===== config.mk =====
export PLATFORM = sky130hd
export DESIGN_NAME = mc_decoder
export DESIGN_NICKNAME = d
export VERILOG_FILES = /design/src/rtl/opcodes_pkg.sv /design/src/rtl/alu_decode.sv /design/src/rtl/mc_decoder.sv
export SDC_FILE = /design/constraint.sdc
export NUM_CORES = 1
export LEC_CHECK = 0
export ABC_AREA = 1
export BUFFER_PORTS_ARGS = -buffer_cell sky130_fd_sc_hd__clkbuf_2
export CORE_ASPECT_RATIO = 0.7
export CORE_MARGIN = 5
export CORE_UTILIZATION = 40
export CTS_CLUSTER_SIZE = 10
export DETAILED_ROUTE_END_ITERATION = 7
export HOLD_SLACK_MARGIN = 0.08
export PLACE_DENSITY_LB_ADDON = 0.08
export SLEW_MARGIN = 10
export SYNTH_ARGS = -nofsm -noshare
export SYNTH_HDL_FRONTEND = slang
export SYNTH_SLANG_ARGS = --single-unit

===== constraint.sdc =====
create_clock -name clock -period 1.4 [get_ports clock]
set_input_delay 0.28 -clock clock [delete_from_list [all_inputs] [get_ports clock]]
set_output_delay 0.28 -clock clock [all_outputs]
set_load 0.005 [all_outputs]

===== src/rtl/opcodes_pkg.sv =====
// Shared opcode, funct and state definitions for the multi-cycle decoder.
// Pure declarations: no latency, no flow control.
package opcodes_pkg;

  localparam logic [6:0] RALU     = 7'b0110011;
  localparam logic [6:0] IALU     = 7'b0010011;
  localparam logic [6:0] SBBRANCH = 7'b1100011;
  localparam logic [6:0] IJUMP    = 7'b1100111;
  localparam logic [6:0] UJJUMP   = 7'b1101111;
  localparam logic [6:0] ILOAD    = 7'b0000011;
  localparam logic [6:0] SSTORE   = 7'b0100011;

  localparam logic [2:0] F3_SLL    = 3'b001;
  localparam logic [2:0] F3_SRX    = 3'b101;
  localparam logic [6:0] F7_MULDIV = 7'b0000001;

  typedef enum logic [1:0] {
    ST_EXEC = 2'd0,
    ST_MEM  = 2'd1,
    ST_WB   = 2'd2
  } mc_state_t;

  typedef enum logic [1:0] {
    WB_ALU = 2'd0,
    WB_MEM = 2'd1,
    WB_PC4 = 2'd2
  } wb_sel_t;

  function automatic logic is_mem_op(input logic [6:0] opc);
    return (opc == ILOAD) || (opc == SSTORE);
  endfunction

endpackage


===== src/rtl/alu_decode.sv =====
// Maps opcode/funct3/funct7 to ALU select, immediate and shift-immediate flags.
// Purely combinational, zero latency, no flow control.
module alu_decode
  import opcodes_pkg::*;
#(
  parameter int ENABLE_M = 0,
  localparam int ALUOP_W = 4 + ENABLE_M
) (
  input  logic [6:0]         opcode,
  input  logic [2:0]         funct3,
  input  logic [6:0]         funct7,
  output logic [ALUOP_W-1:0] aluop,
  output logic               imm,
  output logic               shifti
);

  always_comb begin
    aluop  = '0;
    imm    = 1'b0;
    shifti = 1'b0;
    case (opcode)
      RALU: begin
        aluop[3:0] = {funct3, funct7[5]};
        // The M-extension select bit only exists when the ALU is built with it.
        if (ENABLE_M != 0 && funct7 == F7_MULDIV) aluop[ALUOP_W-1] = 1'b1;
      end
      IALU: begin
        imm = 1'b1;
        if (funct3 == F3_SLL || funct3 == F3_SRX) begin
          aluop[3:0] = {funct3, funct7[5]};
          shifti     = 1'b1;
        end else begin
          aluop[3:0] = {funct3, 1'b0};
        end
      end
      default: ;
    endcase
  end

endmodule


===== src/rtl/mc_decoder.sv =====
// Multi-cycle RV32 decoder: single-cycle ALU/branch/jump, loads/stores sequenced via mem_req/mem_ready.
// Latency: 1 cycle for ALU/branch/jump, >=2 for memory ops; PC is held (incr=0) until memory responds or times out.
module mc_decoder
  import opcodes_pkg::*;
#(
  parameter int MEM_TIMEOUT   = 16,
  parameter int LOAD_WB_STAGE = 1,
  parameter int ENABLE_M      = 0,
  localparam int ALUOP_W      = 4 + ENABLE_M
) (
  input  logic               clock,
  input  logic               nreset,
  input  logic [31:0]        instr,
  input  logic               brnch,
  input  logic               mem_ready,
  output logic [ALUOP_W-1:0] AluOp,
  output logic               regw,
  output logic               incr,
  output logic               imm,
  output logic               shifti,
  output logic               mem_req,
  output logic               mem_we,
  output logic [2:0]         mem_size,
  output logic [1:0]         wb_sel,
  output logic               illegal,
  output logic               fault
);

  localparam int CNT_W = (MEM_TIMEOUT > 1) ? $clog2(MEM_TIMEOUT) : 1;
  localparam logic [CNT_W-1:0] CNT_LAST = CNT_W'((MEM_TIMEOUT > 0) ? MEM_TIMEOUT - 1 : 0);
  localparam bit TO_EN = (MEM_TIMEOUT != 0);

  mc_state_t          state, state_nxt;
  logic               lat_we;
  logic [2:0]         lat_size;
  logic [CNT_W-1:0]   cnt;
  logic [ALUOP_W-1:0] dec_aluop;
  logic               dec_imm, dec_shifti;
  logic               timeout_hit;
  wb_sel_t            wb_sel_e;
  logic               unused_instr_bits;

  assign unused_instr_bits = ^{instr[24:15], instr[11:7]};

  alu_decode #(.ENABLE_M(ENABLE_M)) u_alu_decode (
    .opcode (instr[6:0]),
    .funct3 (instr[14:12]),
    .funct7 (instr[31:25]),
    .aluop  (dec_aluop),
    .imm    (dec_imm),
    .shifti (dec_shifti)
  );

  // Ready in the same cycle as the last allowed wait wins over the timeout.
  assign timeout_hit = TO_EN && !mem_ready && (cnt == CNT_LAST);

  always_comb begin
    state_nxt = state;
    AluOp     = '0;
    regw      = 1'b0;
    incr      = 1'b0;
    imm       = 1'b0;
    shifti    = 1'b0;
    mem_req   = 1'b0;
    mem_we    = 1'b0;
    mem_size  = 3'b000;
    wb_sel_e  = WB_ALU;
    illegal   = 1'b0;
    fault     = 1'b0;
    // Outputs are forced low for the whole reset window, not just after an edge.
    if (nreset) begin
      case (state)
        ST_EXEC: begin
          incr = 1'b1;
          case (instr[6:0])
            RALU, IALU: begin
              AluOp  = dec_aluop;
              imm    = dec_imm;
              shifti = dec_shifti;
              regw   = 1'b1;
            end
            SBBRANCH: incr = !brnch;
            IJUMP, UJJUMP: begin
              regw     = 1'b1;
              wb_sel_e = WB_PC4;
            end
            ILOAD, SSTORE: begin
              mem_req   = 1'b1;
              incr      = 1'b0;
              mem_we    = (instr[6:0] == SSTORE);
              state_nxt = ST_MEM;
            end
            default: illegal = 1'b1;
          endcase
        end
        ST_MEM: begin
          mem_req  = 1'b1;
          mem_we   = lat_we;
          mem_size = lat_size;
          if (mem_ready) begin
            if (lat_we) begin
              incr      = 1'b1;
              state_nxt = ST_EXEC;
            end else if (LOAD_WB_STAGE != 0) begin
              state_nxt = ST_WB;
            end else begin
              regw      = 1'b1;
              wb_sel_e  = WB_MEM;
              incr      = 1'b1;
              state_nxt = ST_EXEC;
            end
          end else if (timeout_hit) begin
            fault     = 1'b1;
            incr      = 1'b1;
            state_nxt = ST_EXEC;
          end
        end
        ST_WB: begin
          regw      = 1'b1;
          wb_sel_e  = WB_MEM;
          incr      = 1'b1;
          state_nxt = ST_EXEC;
        end
        default: state_nxt = ST_EXEC;
      endcase
    end
  end

  assign wb_sel = wb_sel_e;

  always_ff @(posedge clock or negedge nreset) begin
    if (!nreset) begin
      state    <= ST_EXEC;
      lat_we   <= 1'b0;
      lat_size <= 3'b000;
      cnt      <= '0;
    end else begin
      state <= state_nxt;
      if (state == ST_EXEC && is_mem_op(instr[6:0])) begin
        lat_we   <= (instr[6:0] == SSTORE);
        lat_size <= instr[14:12];
        cnt      <= '0;
      end else if (state == ST_MEM && !mem_ready && cnt != '1) begin
        cnt <= cnt + CNT_W'(1);
      end
    end
  end

endmodule


==> results.sh, run 1 <==
export IMPL_status="complete, but fails checks"
export IMPL_failed_checks="negative setup slack"
export IMPL_drc=0
export IMPL_rows=13
export IMPL_min_from="instr[14]"
export IMPL_die_area_sq_um=2930
export IMPL_core_sq_um=1850
export IMPL_placed_area_sq_um=1060
export IMPL_drive_gt1_share_pct=59.2
export IMPL_seq_area_sq_um=253
export IMPL_clkSlewWorstSetupHoldPaths_ps=70
export IMPL_numCtsBuffers=3
export IMPL_fillers=133
export IMPL_cp_max_fo=3
export IMPL_drtIter0Drc=31
export IMPL_detail_route_wirelength_microns=2510
export IMPL_min_period_ps=1610
export IMPL_io_buffers=31
export IMPL_cts_tree="done"
export IMPL_cap_violations=0
export IMPL_grt_busiest_layer="met2"
export IMPL_use_met2_pct=30.6
export IMPL_drt_first_pass_iters=4
export IMPL_grt_setup_unrepaired="yes"
export IMPL_stdcell_area_sq_um=1370
export IMPL_finalWorstSetupSlack_ps=-206
export IMPL_syn_inst=113
export IMPL_startpoint="state[0]"
export IMPL_via_per_inst=4.91
export IMPL_hp_class="in -> reg"
export IMPL_vias=962
export IMPL_max_freq_mhz=623
export IMPL_ios=53
export IMPL_grt_antenna_before_repair=0
export IMPL_fp_dieW_microns=62.6
export IMPL_hold_violations=0
export IMPL_die_h_microns=46.8
export IMPL_syn_area_per_cell_sq_um=6.86
export IMPL_ant_nets=0
export IMPL_place_congestion=0.792
export IMPL_vdd_drop_max_v=0.000479
export IMPL_pwr_density_cell_nw_per_um2=609
export IMPL_path_class="reg -> out"
export IMPL_fin_util_pct=74.1
export IMPL_synth_seq_cells=10
export IMPL_crit_path_start_kind="flop"
export IMPL_most_common_layout_cells="clkbuf_2 (19), buf_4 (19), inv_1 (16), nand2_1 (16), buf_2 (12)"
export IMPL_h_tree_depth=1
export IMPL_cts_sinks=10
export IMPL_endpoint_kind="primary output"
export IMPL_grt_pass1_vias=921
export IMPL_met3_usage_pct=5.98
export IMPL_syn_nets=150
export IMPL_skew_ps=2.14
export IMPL_fin_crit_sh_pct=115
export IMPL_grt_pass1_wl_microns=4020
export IMPL_yosys_warnings=0
export IMPL_place_hpwl_microns=1760
export IMPL_post_layout_nonfiller_instances=196
export IMPL_root_buffer="clkbuf_4"
export IMPL_multi_input_area_sq_um=588
export IMPL_dpl_cell_count=180
export IMPL_slew_violations=0
export IMPL_power_leakage_nw=0.709
export IMPL_grtUsageTotal_pct=17.4
export IMPL_total_power_mw=0.836
export IMPL_r2r_start="state[0]"
export IMPL_wl_per_cell_microns=12.8
export IMPL_whs_ps=244
export IMPL_antenna_diode_count=0
export IMPL_max_slew_margin_pct=82.3
export IMPL_met1_usage_pct=21.8
export IMPL_areaGrowthSynthToFinish_pct=77.1
export IMPL_finalSetupViolCount=19
export IMPL_final_net_count=213
export IMPL_grt_start_max_net_pins=8
export IMPL_start_util_pct=41.8
export IMPL_netlist_area_sq_um=776
export IMPL_clk_path_buf_depth=2
export IMPL_synth_cell_types=23
export IMPL_clkLatencyLatePin_ps=260
export IMPL_cp_required_ps=1120
export IMPL_rrSetupSlack_ps=-10
export IMPL_ys_seq_area_share_pct=32.3
export IMPL_tightest_slew_ps=264
export IMPL_grt_remaining_overflow=0
export IMPL_arrival_ps=1330
## final timing paths
path                          endpoint  cells past startpoint
hold reg to reg            lat_size[0]                      2
hold / removal             lat_size[2]                      3
setup reg to reg              state[0]                     10
setup / recovery                  incr                      6
max in group asynchronous     state[1]                      3
min in group asynchronous  lat_size[0]                      3
## power breakdown
| part | internal (mW) | switching [mW] |
|---|---|---|
| registers | 0.338 | 0.0299 |
| clock network | 0.0993 | 0.0973 |
| logic | 0.124 | 0.148 |
## sequential cells by signal, summed over array words and instances (netlist names)
register and count:
lat_size 3, lat_we 1, cnt 4, state 2
## worst max-delay path: stages (launching register included)
cell and delay (ps):
dfrtp_2 430, inv_4 60, buf_4 140, a21oi_4 130, a21oi_2 70, a21oi_1 110
buf_2 120
## routing by layer
metal,wire (microns),part of all wire (%)
met1,1120,45
met4,6,0.24
met3,184,7.3
met2,1200,48
met5,0,0
## cell families after synthesis
| kind of cell | after synthesis | share of synthesized area, % |
|---|---|---|
| AOI/OAI and AO/OA | 17 | 12.3 |
| xor gates and xnor gates | 1 | 1.13 |
| adders and majority gates | 1 | 1.61 |
| buffers and inverters | 22 | 10.8 |
| DFF | 10 | 32.3 |
| and+or+nand+nor | 62 | 41.9 |
## through the flow
| stage | setup slack, ps | setup TNS, ps |
|---|---|---|
| global placement | -4.57 | -5.29 |
| detailed placement | -31.3 | -94.7 |
| CTS | -202 | -2420 |
| global route | -285 | -4000 |
| floorplan | 133 | 0 |
| finish | -206 | -2380 |
## Yosys cell counts, drive strengths merged
master / instances / area share (%)
nand2: 22 / 11
inv: 21 / 10
nor2: 18 / 13
nand3: 13 / 12
dfrtp: 10 / 32
o21ai: 10 / 6.9
a21oi: 6 / 4.4
nor3: 6 / 3.9
nand4: 2 / 1.6
a211oi: 1 / 0.97
clkinv: 1 / 0.64
ha: 1 / 1.6
nor3b: 1 / 0.97
xor2: 1 / 1.1
## what timing repair did
action                                  CTS  global route
pin swaps                                15            13
hold buffers                              2             0
endpoints found under the setup margin   16            23
endpoints found under the hold margin    10             0
setup buffers                             6             6
gates resized for setup                  32            28
## cell type report
class                      instances  area share (%)
sequential                        10            18.4
tap                               22            2.00
timing repair buffer              58            28.1
inverter                          22            7.10
multi-input combinational         81            42.8
clock buffer                       3            1.64
No activity file was read; power rests on OpenSTA's default activity.
==> inputs of run 2 (changes only) <==
CORE_MARGIN = 2   (was 5)
==> run 2 against run 1 <==
  * The flow still finishes with violations (negative setup slack)
  * Design area is 5.6% lower
  * Routed wire length is 9.7% lower
  * First-iteration DRC count is 19% higher
  * Critical path depth stayed put
  * Global-route usage is 2.9 points higher
  * Clock-buffer cell count is 1 higher
  * Sequential power is 2% higher
  * Sequential share of layout area is 1.1 points higher
  * Core utilization is 3.5 points lower
  * Total power is 7.4% higher
  * Setup slack worse by 21 ps
  * Clock skew is 1.7 ps higher
==> results.sh, run 2 (synthesis gave the netlist of run 1 again) <==
export IMPL_path_class="reg -> out"
export IMPL_drtIter0Drc=37
export IMPL_vdd_drop_max_v=0.000506
export IMPL_min_period_ps=1630
export IMPL_most_common_layout_cells="clkbuf_2 (23), nand2_1 (17), buf_4 (16), inv_1 (15), nor2_1 (9)"
export IMPL_io_buffers=31
export IMPL_cap_violations=0
export IMPL_crit_path_start_kind="flop"
export IMPL_slew_violations=0
export IMPL_largest_register="cnt"
export IMPL_arrival_ps=1350
export IMPL_grt_pass1_vias=735
export IMPL_drc=0
export IMPL_hold_violations=0
export IMPL_largest_reg_flops=4
export IMPL_dpl_cell_count=177
export IMPL_rows=13
export IMPL_ios=53
export IMPL_tightest_slew_ps=492
export IMPL_sw_frac_of_total_pct=31.1
export IMPL_max_slew_margin_pct=67.1
export IMPL_endpoint_kind="primary output"
export IMPL_fillers=149
export IMPL_finalSetupViolCount=16
export IMPL_skew_ps=3.85
export IMPL_grt_setup_unrepaired="yes"
export IMPL_hp_class="in -> reg"
export IMPL_p_switching_mw=0.279
export IMPL_h_tree_depth=1
export IMPL_cp_max_fo=3
export IMPL_tns_ps=-2370
export IMPL_multi_input_area_sq_um=558
export IMPL_antenna_diode_count=0
export IMPL_grtUsageTotal_pct=20.3
export IMPL_wl_per_cell_microns=11.9
export IMPL_start_util_pct=42.2
export IMPL_cts_sinks=10
export IMPL_detail_route_wirelength_microns=2270
export IMPL_clk_path_buf_depth=2
export IMPL_clkLatencyLatePin_ps=270
export IMPL_final_net_count=207
export IMPL_reg_top3="cnt: 4 flops, lat_size: 3 flops, state: 2 flops"
export IMPL_areaGrowthSynthToFinish_pct=67.3
export IMPL_fp_dieW_microns=56.6
export IMPL_pwr_density_cell_nw_per_um2=692
export IMPL_seq_area_sq_um=253
export IMPL_p_comb_share_pct=29.1
export IMPL_startpoint="cnt[0]"
export IMPL_numCtsBuffers=3
export IMPL_root_buffer="clkbuf_4"
export IMPL_final_common_cell="clkbuf_2"
export IMPL_fin_crit_sh_pct=116
export IMPL_p_seq_share_pct=41.8
export IMPL_clkSlewWorstSetupHoldPaths_ps=60
export IMPL_power_leakage_nw=0.676
export IMPL_status="complete, but fails checks"
export IMPL_intPower_mw=0.619
export IMPL_via_per_inst=4.87
export IMPL_max_freq_mhz=615
export IMPL_grt_start_max_net_pins=11
export IMPL_grt_remaining_overflow=0
export IMPL_place_hpwl_microns=1650
export IMPL_drt_first_pass_iters=4
export IMPL_die_h_microns=40.8
export IMPL_core_sq_um=1840
export IMPL_grt_antenna_before_repair=0
export IMPL_ant_nets=0
export IMPL_place_congestion=0.769
export IMPL_post_layout_nonfiller_instances=191
export IMPL_failed_checks="negative setup slack"
export IMPL_r2r_start="state[1]"
export IMPL_min_from="instr[14]"
export IMPL_drive_gt1_share_pct=57.4
export IMPL_vias=931
export IMPL_power_frac_clock_pct=29.1
export IMPL_die_area_sq_um=2310
export IMPL_cp_required_ps=1120
export IMPL_cts_tree="done"
export IMPL_grt_pass1_wl_microns=3400
export IMPL_finalWorstSetupSlack_ps=-227
## run 2: changes by cell type in the layout (fill, tap and decap cells not counted), sizes merged
cell / previous run / this run
buf: 37 / 28
clkbuf: 22 / 27
clkinv: 1 / 0
dlygate4sd3: 2 / 1
inv: 21 / 22
## run 2: timing repair
action / in CTS / in global routing
cloned: 0 / 0
hold buffers: 1 / 0
hold endpoints to repair: 10 / 0
resized for setup: 21 / 27
buffers inserted: 6 / 3
pin swaps: 15 / 6
setup endpoints to repair: 17 / 22
## run 2: power groups by stage
stage | Sequential, mW | Combinational [mW] | Clock [mW]
after floorplan | 0.368 | 0.106 | 0
after global placement | 0.366 | 0.204 | 0
after global routing | 0.379 | 0.295 | 0.290
after detailed placement | 0.368 | 0.210 | 0
after CTS | 0.363 | 0.232 | 0.268
final | 0.375 | 0.262 | 0.261
## run 2: layout make-up
type	count	share of cell area [%]
inverters	22	7.14
flip-flops and latches	10	19.5
clock buffers	4	2.80
well taps	22	2.12
repair buffers	52	25.5
multi-input cells	81	43.0
## run 2: layer usage
metal | global-route usage, % | share of wire (%)
met5 | 0 | 0
met1 | 26.5 | 49
met3 | 7.57 | 5.5
met2 | 32.8 | 44
met4 | 4.17 | 0.62
## run 2: path summary, 6_finish.rpt
check                         endpoint  slack [ps]  cells past startpoint
setup / recovery                  incr        -230                      6
max in group asynchronous     state[0]         290                      3
min in group asynchronous       cnt[3]         740                      3
setup reg to reg              state[0]          60                      8
hold / removal             lat_size[2]         240                      3
hold reg to reg            lat_size[1]         500                      2
## run 2: stage by stage
stage          hold slack (ps)  setup slack, ps  power [mW]  instance area (sq um)  utilization (%)
2_1_floorplan            -15.6              133       0.474                    776                -
3_3_place_gp               293            -19.8       0.569                   1040             56.6
3_5_place_dp               293            -35.5       0.577                   1040             56.6
4_1_cts                    242             -227       0.863                   1210             65.8
5_1_grt                    238             -311       0.964                   1300             70.6
6_report                   242             -227       0.898                   1300             70.6
## run 2: worst max-delay path: stages, from the launching register on
cell and delay (ps):
dfrtp_1 410, ha_4 190, nand3_4 70, nand2_2 60, a21oi_2 170, a21oi_2 70
clkbuf_2 110
==> inputs of run 3 (changes only) <==
BUFFER_PORTS_ARGS = -buffer_cell sky130_fd_sc_hd__buf_2   (was -buffer_cell sky130_fd_sc_hd__clkbuf_2)
RECOVER_POWER = 50   (was unset)
==> run 3 against run 2 <==
  * The flow still finishes with violations (negative setup slack)
  * Global-route usage up 0.17 points
  * Sequential share of layout area down 1.1 points
  * Sequential power is 2% lower
  * Design area grew 6.0%
  * Total power increased by 1.8%
  * Die area unchanged
  * Fmax decreased by 0.25%
  * Register-to-register slack worse by 70 ps
  * Routed wire length up 18%
  * Clock-buffer cell count did not move
  * Hold slack got worse by 8.5 ps
  * Largest cell class unchanged
==> results.sh, run 3 (synthesis gave the netlist of run 1 again) <==
export IMPL_status="complete, but fails checks"
export IMPL_failed_checks="negative setup slack"
export IMPL_grt_setup_unrepaired="yes"
export IMPL_path_class="reg -> out"
export IMPL_skew_ps=5.77
export IMPL_endpoint_kind="primary output"
export IMPL_ant_nets=0
export IMPL_largest_reg_flops=4
export IMPL_clkSlewWorstSetupHoldPaths_ps=80
export IMPL_final_net_count=216
export IMPL_clkLatencyLatePin_ps=280
export IMPL_grt_remaining_overflow=0
export IMPL_rows=13
export IMPL_grt_antenna_before_repair=0
export IMPL_crit_path_start_kind="flop"
export IMPL_power_frac_clock_pct=30.2
export IMPL_grt_pass1_wl_microns=3490
export IMPL_p_seq_share_pct=40.2
export IMPL_post_layout_nonfiller_instances=200
export IMPL_max_freq_mhz=613
export IMPL_cts_tree="done"
export IMPL_tightest_slew_ps=325
export IMPL_grt_start_max_net_pins=8
export IMPL_io_buffers=31
export IMPL_finalWorstSetupSlack_ps=-231
export IMPL_wl_per_cell_microns=13.3
export IMPL_place_hpwl_microns=1700
export IMPL_die_area_sq_um=2310
export IMPL_slew_violations=0
export IMPL_min_period_ps=1630
export IMPL_max_slew_margin_pct=78.2
export IMPL_met1_usage_pct=24.9
export IMPL_h_tree_depth=1
export IMPL_drt_first_pass_iters=4
export IMPL_pwr_density_cell_nw_per_um2=665
export IMPL_hold_violations=0
export IMPL_use_met2_pct=37.2
export IMPL_drc=0
export IMPL_drive_gt1_share_pct=60.7
export IMPL_met3_usage_pct=6.31
export IMPL_root_buffer="clkbuf_4"
export IMPL_p_comb_share_pct=29.6
export IMPL_clk_path_buf_depth=2
export IMPL_vias=1002
export IMPL_cts_sinks=10
export IMPL_final_common_cell="buf_2"
export IMPL_start_util_pct=42.2
export IMPL_largest_register="cnt"
export IMPL_cap_violations=0
export IMPL_cp_required_ps=1120
export IMPL_areaGrowthSynthToFinish_pct=77.3
export IMPL_hp_class="in -> reg"
export IMPL_reg_top3="cnt: 4 flops, lat_size: 3 flops, state: 2 flops"
export IMPL_place_congestion=0.791
export IMPL_grt_busiest_layer="met2"
export IMPL_power_leakage_nw=0.715
export IMPL_fin_crit_sh_pct=117
export IMPL_fp_dieW_microns=56.6
export IMPL_ios=53
export IMPL_p_switching_mw=0.296
export IMPL_dpl_cell_count=178
export IMPL_antenna_diode_count=0
export IMPL_die_h_microns=40.8
export IMPL_grt_pass1_vias=836
export IMPL_via_per_inst=5.01
export IMPL_intPower_mw=0.619
export IMPL_finalSetupViolCount=18
export IMPL_numCtsBuffers=3
export IMPL_most_common_layout_cells="buf_2 (31), buf_4 (22), nand2_1 (17), inv_1 (16), dfrtp_1 (8)"
export IMPL_drtIter0Drc=36
export IMPL_fillers=147
export IMPL_vdd_drop_max_v=0.000659
export IMPL_detail_route_wirelength_microns=2670
export IMPL_sw_frac_of_total_pct=32.3
export IMPL_arrival_ps=1350
export IMPL_total_power_mw=0.915
export IMPL_core_sq_um=1840
export IMPL_grtUsageTotal_pct=20.5
export IMPL_cp_max_fo=2
-- run 3: cell count changes in the layout (fill, tap and decap cells not counted), sizes merged --
cell | before | now
buf | 28 | 58
clkbuf | 27 | 5
clkinv | 0 | 1
dlygate4sd3 | 1 | 2
inv | 22 | 21
-- run 3: cell type report --
type | instances | area [sq um] | area share [%]
Tap cell | 22 | 27.5 | 2.00
Clock buffer | 4 | 36.3 | 2.64
Multi-Input combinational cell | 81 | 561 | 40.8
Sequential cell | 10 | 253 | 18.4
Inverter | 22 | 93.8 | 6.82
Timing Repair Buffer | 61 | 404 | 29.4
-- run 3: power groups by stage --
stage / clock, mW / sequential (mW) / combinational [mW]
finish: 0.276 / 0.368 / 0.271
global placement: 0 / 0.367 / 0.200
floorplan: 0 / 0.368 / 0.106
global route: 0.294 / 0.373 / 0.299
CTS: 0.266 / 0.366 / 0.234
detailed placement: 0 / 0.370 / 0.208
-- run 3: routing by layer --
layer	part of all wire (%)	routed length, microns
met1	44	1160
met3	5.5	146
met4	1.6	43
met5	0	0
met2	49	1320
-- run 3: final timing paths --
check                             from          end  slack, ps  cells past startpoint
min                          instr[14]  lat_size[2]        230                      3
max reg2reg                   state[1]     state[0]        -10                     10
min in group asynchronous       nreset  lat_size[1]        560                      3
max                             cnt[0]         incr       -230                      6
max in group asynchronous       nreset     state[0]        480                      3
min reg2reg                lat_size[1]  lat_size[1]        500                      2
-- run 3: timing repair --
item,4_1_cts,5_1_grt
pin swaps,13,9
endpoints found under the hold margin,10,0
setup buffers,9,11
gates resized for setup,20,27
hold buffers,2,0
setup endpoints to repair,16,24
-- run 3: per-stage QoR --
stage	util [%]	hold WS, ps	TNS [ps]	worst slack (ps)	cell area (sq um)
after global routing	74.8	240	-3940	-296	1380
after global placement	57.0	217	0	0.814	1050
after detailed placement	57.0	219	-90.7	-31.8	1050
final	74.8	234	-2740	-231	1380
after CTS	67.1	247	-2570	-209	1230
after floorplan	-	-15.6	0	133	776
-- run 3: worst max-delay path: stages (launching register included) --
cell     delay, ps
dfrtp_1        390
ha_2           200
nand3_2         70
nand2_2         70
a21oi_2        150
a21oi_2         60
buf_2          130
